<file path="config.mk">
export PLATFORM = sky130hd
export DESIGN_NAME = pipe_mdu
export DESIGN_NICKNAME = d
export VERILOG_FILES = /design/src/rtl/pipe_mdu.sv
export SDC_FILE = /design/constraint.sdc
export NUM_CORES = 1
export LEC_CHECK = 0
export BUFFER_PORTS_ARGS = -buffer_cell sky130_fd_sc_hd__buf_2
export CORE_UTILIZATION = 40
export CTS_CLUSTER_DIAMETER = 50
export DETAILED_ROUTE_END_ITERATION = 7
export HOLD_SLACK_MARGIN = 0.03
export PLACE_DENSITY = 0.55
export SLEW_MARGIN = 10
export SYNTH_ARGS = -nofsm -noshare
export SYNTH_HDL_FRONTEND = slang
export SYNTH_SLANG_ARGS = --single-unit
</file>
<file path="constraint.sdc">
create_clock -name clk_i -period 5.7 [get_ports clk_i]
set_input_delay 0.57 -clock clk_i [delete_from_list [all_inputs] [get_ports clk_i]]
set_output_delay 0.57 -clock clk_i [all_outputs]
set_load 0.01 [all_outputs]
</file>
<file path="src/rtl/pipe_mdu.sv">
// Iterative signed multiply/divide unit for an in-order pipeline: one
// shift-add or restoring subtract-shift step per cycle, 32 steps per operation.
module pipe_mdu (
   input  logic        clk_i,
   input  logic        rst_i,
   input  logic        start_i,
   input  logic        div_i,
   input  logic [31:0] a_i,
   input  logic [31:0] b_i,
   input  logic        cancel_i,
   output logic        busy_o,
   output logic        ready_o,
   output logic [31:0] result_o,
   output logic [31:0] rem_o,
   output logic        dz_o
);

   typedef enum logic [1:0] {IDLE, CALC, DONE} state_t;

   state_t      state_q, state_d;
   logic [4:0]  cnt_q, cnt_d;
   logic        div_q, div_d, dz_q, dz_d, qneg_q, qneg_d, rneg_q, rneg_d;
   // acc: product (mul) / partial remainder (div); x: multiplicand / quotient;
   // y: multiplier / divisor
   logic [31:0] acc_q, acc_d, x_q, x_d, y_q, y_d;
   logic [31:0] res_q, res_d, rem_q, rem_d;
   logic        dzo_q, dzo_d;

   logic [31:0] a_mag, b_mag, fin_res, fin_rem;
   logic [32:0] rshift, rdiff;

   assign a_mag  = a_i[31] ? -a_i : a_i;
   assign b_mag  = b_i[31] ? -b_i : b_i;
   assign rshift = {acc_q, x_q[31]};
   assign rdiff  = rshift - {1'b0, y_q};

   always_comb begin
      fin_res = '0;
      fin_rem = '0;
      if (dz_q) begin
         fin_res = '1;
         fin_rem = acc_q;
      end else if (div_q) begin
         fin_res = qneg_q ? -x_q : x_q;
         fin_rem = rneg_q ? -acc_q : acc_q;
      end else begin
         fin_res = qneg_q ? -acc_q : acc_q;
      end
   end

   // Outputs show the fresh result during the ready cycle and the held copy
   // otherwise, so a cancel in DONE leaves them untouched.
   assign busy_o   = (state_q != IDLE);
   assign ready_o  = (state_q == DONE) && !cancel_i;
   assign result_o = ready_o ? fin_res : res_q;
   assign rem_o    = ready_o ? fin_rem : rem_q;
   assign dz_o     = ready_o ? dz_q    : dzo_q;

   always_comb begin
      state_d = state_q;
      cnt_d   = cnt_q;
      div_d   = div_q;
      dz_d    = dz_q;
      qneg_d  = qneg_q;
      rneg_d  = rneg_q;
      acc_d   = acc_q;
      x_d     = x_q;
      y_d     = y_q;
      res_d   = res_q;
      rem_d   = rem_q;
      dzo_d   = dzo_q;
      case (state_q)
         IDLE: begin
            if (start_i && !cancel_i) begin
               div_d  = div_i;
               cnt_d  = '0;
               qneg_d = a_i[31] ^ b_i[31];
               rneg_d = a_i[31];
               if (div_i && (b_i == '0)) begin
                  dz_d    = 1'b1;
                  acc_d   = a_i;
                  state_d = DONE;
               end else begin
                  dz_d    = 1'b0;
                  acc_d   = '0;
                  x_d     = a_mag;
                  y_d     = b_mag;
                  state_d = CALC;
               end
            end
         end
         CALC: begin
            if (cancel_i) begin
               state_d = IDLE;
            end else begin
               if (div_q) begin
                  if (!rdiff[32]) begin
                     acc_d = rdiff[31:0];
                     x_d   = {x_q[30:0], 1'b1};
                  end else begin
                     acc_d = rshift[31:0];
                     x_d   = {x_q[30:0], 1'b0};
                  end
               end else begin
                  if (y_q[0]) acc_d = acc_q + x_q;
                  x_d = {x_q[30:0], 1'b0};
                  y_d = {1'b0, y_q[31:1]};
               end
               cnt_d = cnt_q + 5'd1;
               if (cnt_q == 5'd31) state_d = DONE;
            end
         end
         DONE: begin
            state_d = IDLE;
            if (!cancel_i) begin
               res_d = fin_res;
               rem_d = fin_rem;
               dzo_d = dz_q;
            end
         end
         default: state_d = IDLE;
      endcase
   end

   always_ff @(posedge clk_i or posedge rst_i) begin
      if (rst_i) begin
         state_q <= IDLE;
         cnt_q   <= '0;
         div_q   <= 1'b0;
         dz_q    <= 1'b0;
         qneg_q  <= 1'b0;
         rneg_q  <= 1'b0;
         acc_q   <= '0;
         x_q     <= '0;
         y_q     <= '0;
         res_q   <= '0;
         rem_q   <= '0;
         dzo_q   <= 1'b0;
      end else begin
         state_q <= state_d;
         cnt_q   <= cnt_d;
         div_q   <= div_d;
         dz_q    <= dz_d;
         qneg_q  <= qneg_d;
         rneg_q  <= rneg_d;
         acc_q   <= acc_d;
         x_q     <= x_d;
         y_q     <= y_d;
         res_q   <= res_d;
         rem_q   <= rem_d;
         dzo_q   <= dzo_d;
      end
   end

endmodule
</file>
==> summary.md, run 1 <==
| Metric | Value |
|---|---|
| Core area | 35600 sq um |
| Routability congestion estimate | between 0.9 and 1 |
| Synth area leaders | dfrtp_1, a21oi_1, xor2_1 |
| Overflow left after global routing | 0 |
| Met1 Track Usage GR | between 30% and 40% |
| CTS buffer count | 17 |
| Initial antenna violation count | 3 |
| Synth Flop Type | dfrtp_1 |
| Post-synth ARST share | 100% |
| Total power | between 0.009 and 0.01 W |
| Clk sinks | roughly 170 |
| Part of the power in registers | 24.3% |
| GRT Overall Usage | 25.5% |
| Power share of the clock group | between 10% and 20% |
| Startpoint type of the worst setup path | flop |
| Post-DRT Antenna Nets | 0 |
| Core Rows | between 60 and 70 |
| Final count of negative-setup-slack endpoints | 0 |
| Port Buffers | 135 |
| P_sw | 0.00449 W |
| Pwr dens | 561 nW/um^2 |
| Critical path type | reg2out |
| Post-synth top cells | nand2_1, a21oi_1, nor2_1 |
| # Max-Cap Violations | 0 |
| Synthesized cell area | ~14000 sq um |
| Crit end category | output port |
| Fin nets | around 2100 |
| Yosys reg bits | ~170 |
| Switching share of power | between 40% and 50% |
| Die W | slightly below 200 um |
| CP startpoint | acc_q[5] |
| Cell with the most instances after synthesis | nand2_1 |
| Area grow syn2layout | 11.7% |
| Worst Max-Slew Pin Slew | approximately 1.1 ns |
| Via count of the first global-routing pass | 12800 |
| Postcts setup bufs | 0 |
| Int Power | approximately 0.0045 W |
| Num ports | ~140 |
| DP Cell Count | 2400 |
| Clock Tree Root | clkbuf_16 |
| Mapped Avg Cell Area | between 7 and 8 sq um |
| Initial DRC count | 948 |
| M2 GR Usage | between 30% and 40% |
| Post-route cell area | around 16000 sq um |
| Final max-slew violation count | 0 |
| Synth area leader | dfrtp_1 |
| Final Hold Fails | 0 |
| RSZ-0062 raised after global routing | no |
| # H-tree levels | 4 |
| Starting Density | 40.6% |
| Sequential element share of the synthesized area | about 30% |
| Routed via count | between 10000 and 15000 |
| Die height | just under 200 um |
| Clk Latency, worst-skew pair | ~0.46 ns |
| DR vias/cell | 5.64 |
| Largest net degree at the start of global routing | between 100 and 150 |
| PostCTS Resize Cnt | 0 |
| Setup_tns | 0 ns |
| Synth Instances | 1903 |
| Required time of the critical path | between 5 and 6 ns |
| Worst hold path type | in2async |
| Final Cycle Share | 83.2% |
| Routed len/inst | around 19 um |
| Die Area | 36900 sq um |
| First-pass iteration count of the detailed router | 5 |
| Syn_nets | around 2000 |
| Top cell type's share of synthesized area | roughly 30% |
| # DRC | 0 |
| Layout fillers | about 3700 |
| Relative slew margins | between 20% and 30% |
| Synth warn | 0 |
| Total Wirelength | 46500 um |
| Clk buf depth | 2 |
| DP Area | ~15000 sq um |
| Critical path data arrival time | between 4 and 5 ns |
| CTS clk-pin slew, worst paths | around 0.07 ns |
| Post-synthesis cell type count | 70 |
| Fin crit period | approximately 4.7 ns |
| Critical R2R Launch | x_q[31] |
| GR Layer Usage met3 | 3.33% |
| First-pass GRT wire length | approximately 73000 um |
| Clk_skew | between 0.01 and 0.015 ns |
| Max Fclk | roughly 0.21 GHz |
| Layout cells sized above 1 | ~11% |
| Cts hold-fix bufs | 0 |
| Leakage Power | 7.35 nW |
| Hpwl dp | between 30000 and 40000 um |
| Outcome | finished clean |
| EDFF count, synth | 0 |
| Fin cells | around 2400 |
| Logic pwr share | between 60% and 70% |
| Worst vdd ir | 0.000246 V |
| CTS tree | built |
| GRT Max-Usage Layer | met2 |
| CP Max Fanout | 10 |
-- path summary, 6_finish.rpt --
check,to,slack (ns),cells after the start
worst min register to register,res_q[16],0.47,2
min in group clk_i,state_q[1],0.35,2
max in group asynchronous,qneg_q,4.42,3
worst min-delay path,res_q[26],0.18,2
worst max register to register,acc_q[5],1.18,14
worst max-delay path,result_o[29],0.96,11
-- layout make-up --
class,count,area (sq um),share of cell area [%]
multi-input combinational,1550,9490,58.8
sequential,172,4310,26.7
timing repair buffer,157,853,5.29
tap,461,577,3.58
clock buffer,23,488,3.03
inverter,60,230,1.43
clock inverter,9,181,1.12
antenna,1,2.50,0.0155
-- layer usage --
layer | part of all wire, % | vias up
li1 | - | 6866
met1 | 50 | 6397
met2 | 44 | 401
met3 | 4.8 | 48
met4 | 1.8 | 4
met5 | 0.047 | -
-- state kept, by name, summed over array words and instances, names as in the netlist --
signal / cells
rneg_q: 1
dzo_q: 1
acc_q: 32
x_q: 32
state_q: 2
qneg_q: 1
div_q: 1
res_q: 32
dz_q: 1
y_q: 32
cnt_q: 5
rem_q: 32
-- power by group through the flow --
stage / logic, W / clock network [W] / registers (W)
floorplan: 0.00438 / 0 / 0.00179
global placement: 0.00544 / 0 / 0.00219
detailed placement: 0.00542 / 0 / 0.00220
CTS: 0.00546 / 0.00138 / 0.00218
global route: 0.00613 / 0.00143 / 0.00226
finish: 0.00549 / 0.00135 / 0.00220
-- cells in the final DEF, fill, tap and decap left out, types with 6 or more instances in the layout --
cell type  instances
a221oi_1          19
mux2i_1           10
xnor2_1           63
o21ai_0          195
a211oi_1          11
a31oi_1           24
o22ai_1           10
ha_1              69
a21o_1            34
nor3_1            23
o21a_1            11
buf_2            135
nand4_1            8
or3_1             25
o41ai_1           13
buf_4             21
nor4_1            15
mux2_2             7
and2_1             8
nand3_1           24
nor2b_1           15
o31ai_1           26
a22oi_1            8
dfrtp_1          170
or4_1             14
xor2_1           117
nor2_1           205
clkbuf_16         17
or2_2              6
inv_1             59
a21oi_1          206
nand2_1          246
a221o_1            7
and3_1            16
o211ai_1          25
nand2b_1          17
-- cell families (layout without fill, tap and decap cells) --
logic type,after synthesis,in the layout,synth area share (%)
flops,172,172,29.8
fa+ha+maj,71,71,6.25
compound gates,632,632,26.4
mux,18,18,1.39
simple gates,647,647,20.3
xor+xnor,182,182,11.0
other cells,0,1,0
buf+inv,181,249,4.80
-- stage by stage --
stage	utilization, %	worst slack (ns)	hold WS, ns
after detailed placement	43.5	1.23	0.457
after floorplan	-	0.470	0.449
after global routing	45.3	0.568	0.233
final	45.3	0.960	0.179
after global placement	43.5	1.25	0.459
after CTS	45.3	0.928	0.206
-- critical path, cell delays in order, from the launching register on --
cell	delay (ns)
dfrtp_1	0.57
or3_1	0.45
nor4_1	0.49
nand4_1	0.40
or4_1	0.67
or3_1	0.39
nand2_1	0.10
xor2_1	0.16
nor2_1	0.05
a21oi_1	0.12
a21oi_1	0.10
buf_2	0.20
Note: power is estimated with default switching activity, not from simulation.
==> inputs of run 2 (changes only) <==
Clock period 5.7 ns to 4.41 ns, I/O delays scaled along.
==> run 2 against run 1 <==
  * Sequential cell count is the same
  * Non-clock buffer count grew 32
  * Highest routed layer unchanged
  * Register-to-register slack lost 0.79 ns
  * Via count grew 1.4%
  * Count of clock-buffer cells in the layout shrank 3
  * Die area is the same
  * Cell count grew 1.3%
  * Critical path type unchanged
  * Setup slack lost 0.75 ns
  * Sequential share of layout area shrank 0.40 points
  * Critical endpoint is now rem_o[28]
  * Clock power grew 7%
  * Wire length grew 2.7%
==> summary.md, run 2 (synthesis results as in run 1) <==
| Metric | Value |
|---|---|
| Outcome | finished clean (unchanged) |
| Max Fclk | around 0.24 GHz |
| First-pass iteration count of the detailed router | 5 (unchanged) |
| Final Cycle Share | between 90% and 100% |
| Post-DRT Antenna Nets | 0 (unchanged) |
| CTS tree | built (unchanged) |
| Crit end category | output port (unchanged) |
| Initial DRC count | 1012 (was 948) |
| Port Buffers | 135 (unchanged) |
| Layout cells sized above 1 | 13.7% (was 11.5%) |
| Relative slew margins | 33.1% (was 25.4%) |
| Critical path type | reg2out (unchanged) |
| Clock Tree Root | clkbuf_16 (unchanged) |
| Final Hold Fails | 0 (unchanged) |
| # Max-Cap Violations | 0 (unchanged) |
| Clk buf depth | 2 (unchanged) |
| Final count of negative-setup-slack endpoints | 0 (unchanged) |
| Required time of the critical path | 3.97 ns (was 5.13 ns) |
| Initial antenna violation count | 2 (was 3) |
| Die W | 192 um (unchanged) |
| Worst hold path type | in2async (unchanged) |
| CP cell instances | inv_2 > ha_2 > or4b_4 > nand4b_1 > buf_4 > or3_4 > or3_1 > a31o_2 > a221oi_4 > nor2_1 > buf_2 (was or3_1 > nor4_1 > nand4_1 > or4_1 > or3_1 > nand2_1 > xor2_1 > nor2_1 > a21oi_1 > a21oi_1 > buf_2) |
| Clk_skew | 0.0146 ns (was 0.0133 ns) |
| CP Max Fanout | 6 (was 10) |
| Die height | 192 um (unchanged) |
| Fin crit period | about 4.2 ns |
| Worst Max-Slew Pin Slew | 1.00 ns (was 1.12 ns) |
| Final max-slew violation count | 0 (unchanged) |
| # H-tree levels | 4 (unchanged) |
| Most frequent cells in the layout | nand2_1, a21oi_1, nor2_1 (unchanged) |
| GRT Overall Usage | 26.2% (was 25.5%) |
| First-pass GRT wire length | 74500 um (was 72900 um) |
| Hpwl dp | 36500 um (was 35200 um) |
| Most common library cell in the layout ignoring fill and taps | nand2_1 (unchanged) |
| Core area | 35600 sq um (unchanged) |
| Routed len/inst | 19.4 um (was 19.1 um) |
| Total Wirelength | 47700 um (was 46500 um) |
| Startpoint type of the worst setup path | flop (unchanged) |
| Routed via count | 13900 (was 13700) |
| CTS clk-pin slew, worst paths | 0.08 ns (was 0.07 ns) |
| Die Area | 36900 sq um (unchanged) |
| Worst Reg-to-Reg Cells | 14 (unchanged) |
| Area grow syn2layout | 13.4% (was 11.7%) |
| # DRC | 0 (unchanged) |
| Worst vdd ir | 0.000382 V (was 0.000246 V) |
| DR vias/cell | 5.65 (was 5.64) |
| Routability congestion estimate | 0.895 (was 0.944) |
| Pwr dens | 719 nW/um^2 (was 561 nW/um^2) |
| Starting Density | 40.6% (unchanged) |
| Clk Latency, worst-skew pair | 0.47 ns (was 0.46 ns) |
| CP max stage cell | or4b_4 (was or4_1) |
| Num ports | 136 (unchanged) |
| Clk sinks | 172 (unchanged) |
| Overflow left after global routing | 0 (unchanged) |
| Via count of the first global-routing pass | 12900 (was 12800) |
| Largest net degree at the start of global routing | 64 (was 110) |
| Critical path data arrival time | 3.76 ns (was 4.17 ns) |
| CTS buffer count | 17 (unchanged) |
| Final hold slack | 0.0462 ns (was 0.179 ns) |
| Leakage Power | 7.46 nW (was 7.35 nW) |
| Critical path's largest stage delay | 0.51 ns (was 0.67 ns) |
| Fin nets | 2130 (was 2098) |
| Ant. Diodes | 0 (was 1) |
| Core Rows | 69 (unchanged) |
| Setup_tns | 0 ns (unchanged) |
| RSZ-0062 raised after global routing | no (unchanged) |
[run 2: cell types whose count changed in the layout (fill, tap and decap cells not counted), sizes merged]
cell      previous run  this run
diode                1         0
inv                 61        62
clkinv               3         4
bufinv               5         0
buf                157       189
clkinvlp             0         6
clkbuf              23        20
[run 2: final timing paths]
check,to,slack (ns),from
worst min register to register,res_q[1],0.47,res_q[1]
min in group clk_i,state_q[1],0.21,cancel_i
worst max register to register,acc_q[5],0.39,x_q[31]
max in group asynchronous,div_q,3.24,rst_i
worst max-delay path,rem_o[28],0.21,acc_q[1]
worst min-delay path,res_q[27],0.05,rst_i
[run 2: where the power goes]
group          switching, W  internal (W)
clock network      0.000708      0.000739
registers          0.000745       0.00194
logic               0.00454       0.00311
[run 2: routing by layer]
layer	vias up	GRT usage (%)	share of wire (%)
met3	56	4.09	5.2
met1	6468	38.1	49
met2	432	39.3	43
met4	4	8.24	2.3
met5	-	0	0.048
li1	6954	-	-
[run 2: what timing repair did]
action                                  4_1_cts  5_1_grt
endpoints found under the setup margin       11       15
buffers inserted                              3        0
hold buffers                                  0        0
resized for setup                             9       15
pin swaps                                     1        0
[run 2: final cells by class]
cell class                 instances  area [sq um]
clock inverter                    12          91.3
multi-input combinational       1550          9600
fill                            3631         19200
clock buffer                      20           447
inverter                          60           229
sequential                       172          4310
tap                              461           577
timing repair buffer             189          1130
[run 2: critical path: cells and delay by family (launching register included)]
kind / cells / cell delay, ns
buffers and inverters: 3 / 0.48
and+or+nand+nor: 5 / 1.55
AOI/OAI and AO/OA: 2 / 0.53
adders and majority gates: 1 / 0.24
DFF: 1 / 0.48
[run 2: per-stage QoR]
stage | worst slack [ns] | instances | utilization, % | total power (W) | instance area (sq um)
after floorplan | 0.781 | 1903 | - | 0.00798 | 14500
after global placement | 0.154 | 2429 | 44.2 | 0.0101 | 15700
after detailed placement | 0.121 | 2429 | 44.2 | 0.0101 | 15700
after CTS | 0.00574 | 2464 | 45.8 | 0.0117 | 16300
after global routing | 0.0381 | 2464 | 46.1 | 0.0128 | 16400
final | 0.211 | 2464 | 46.1 | 0.0118 | 16400
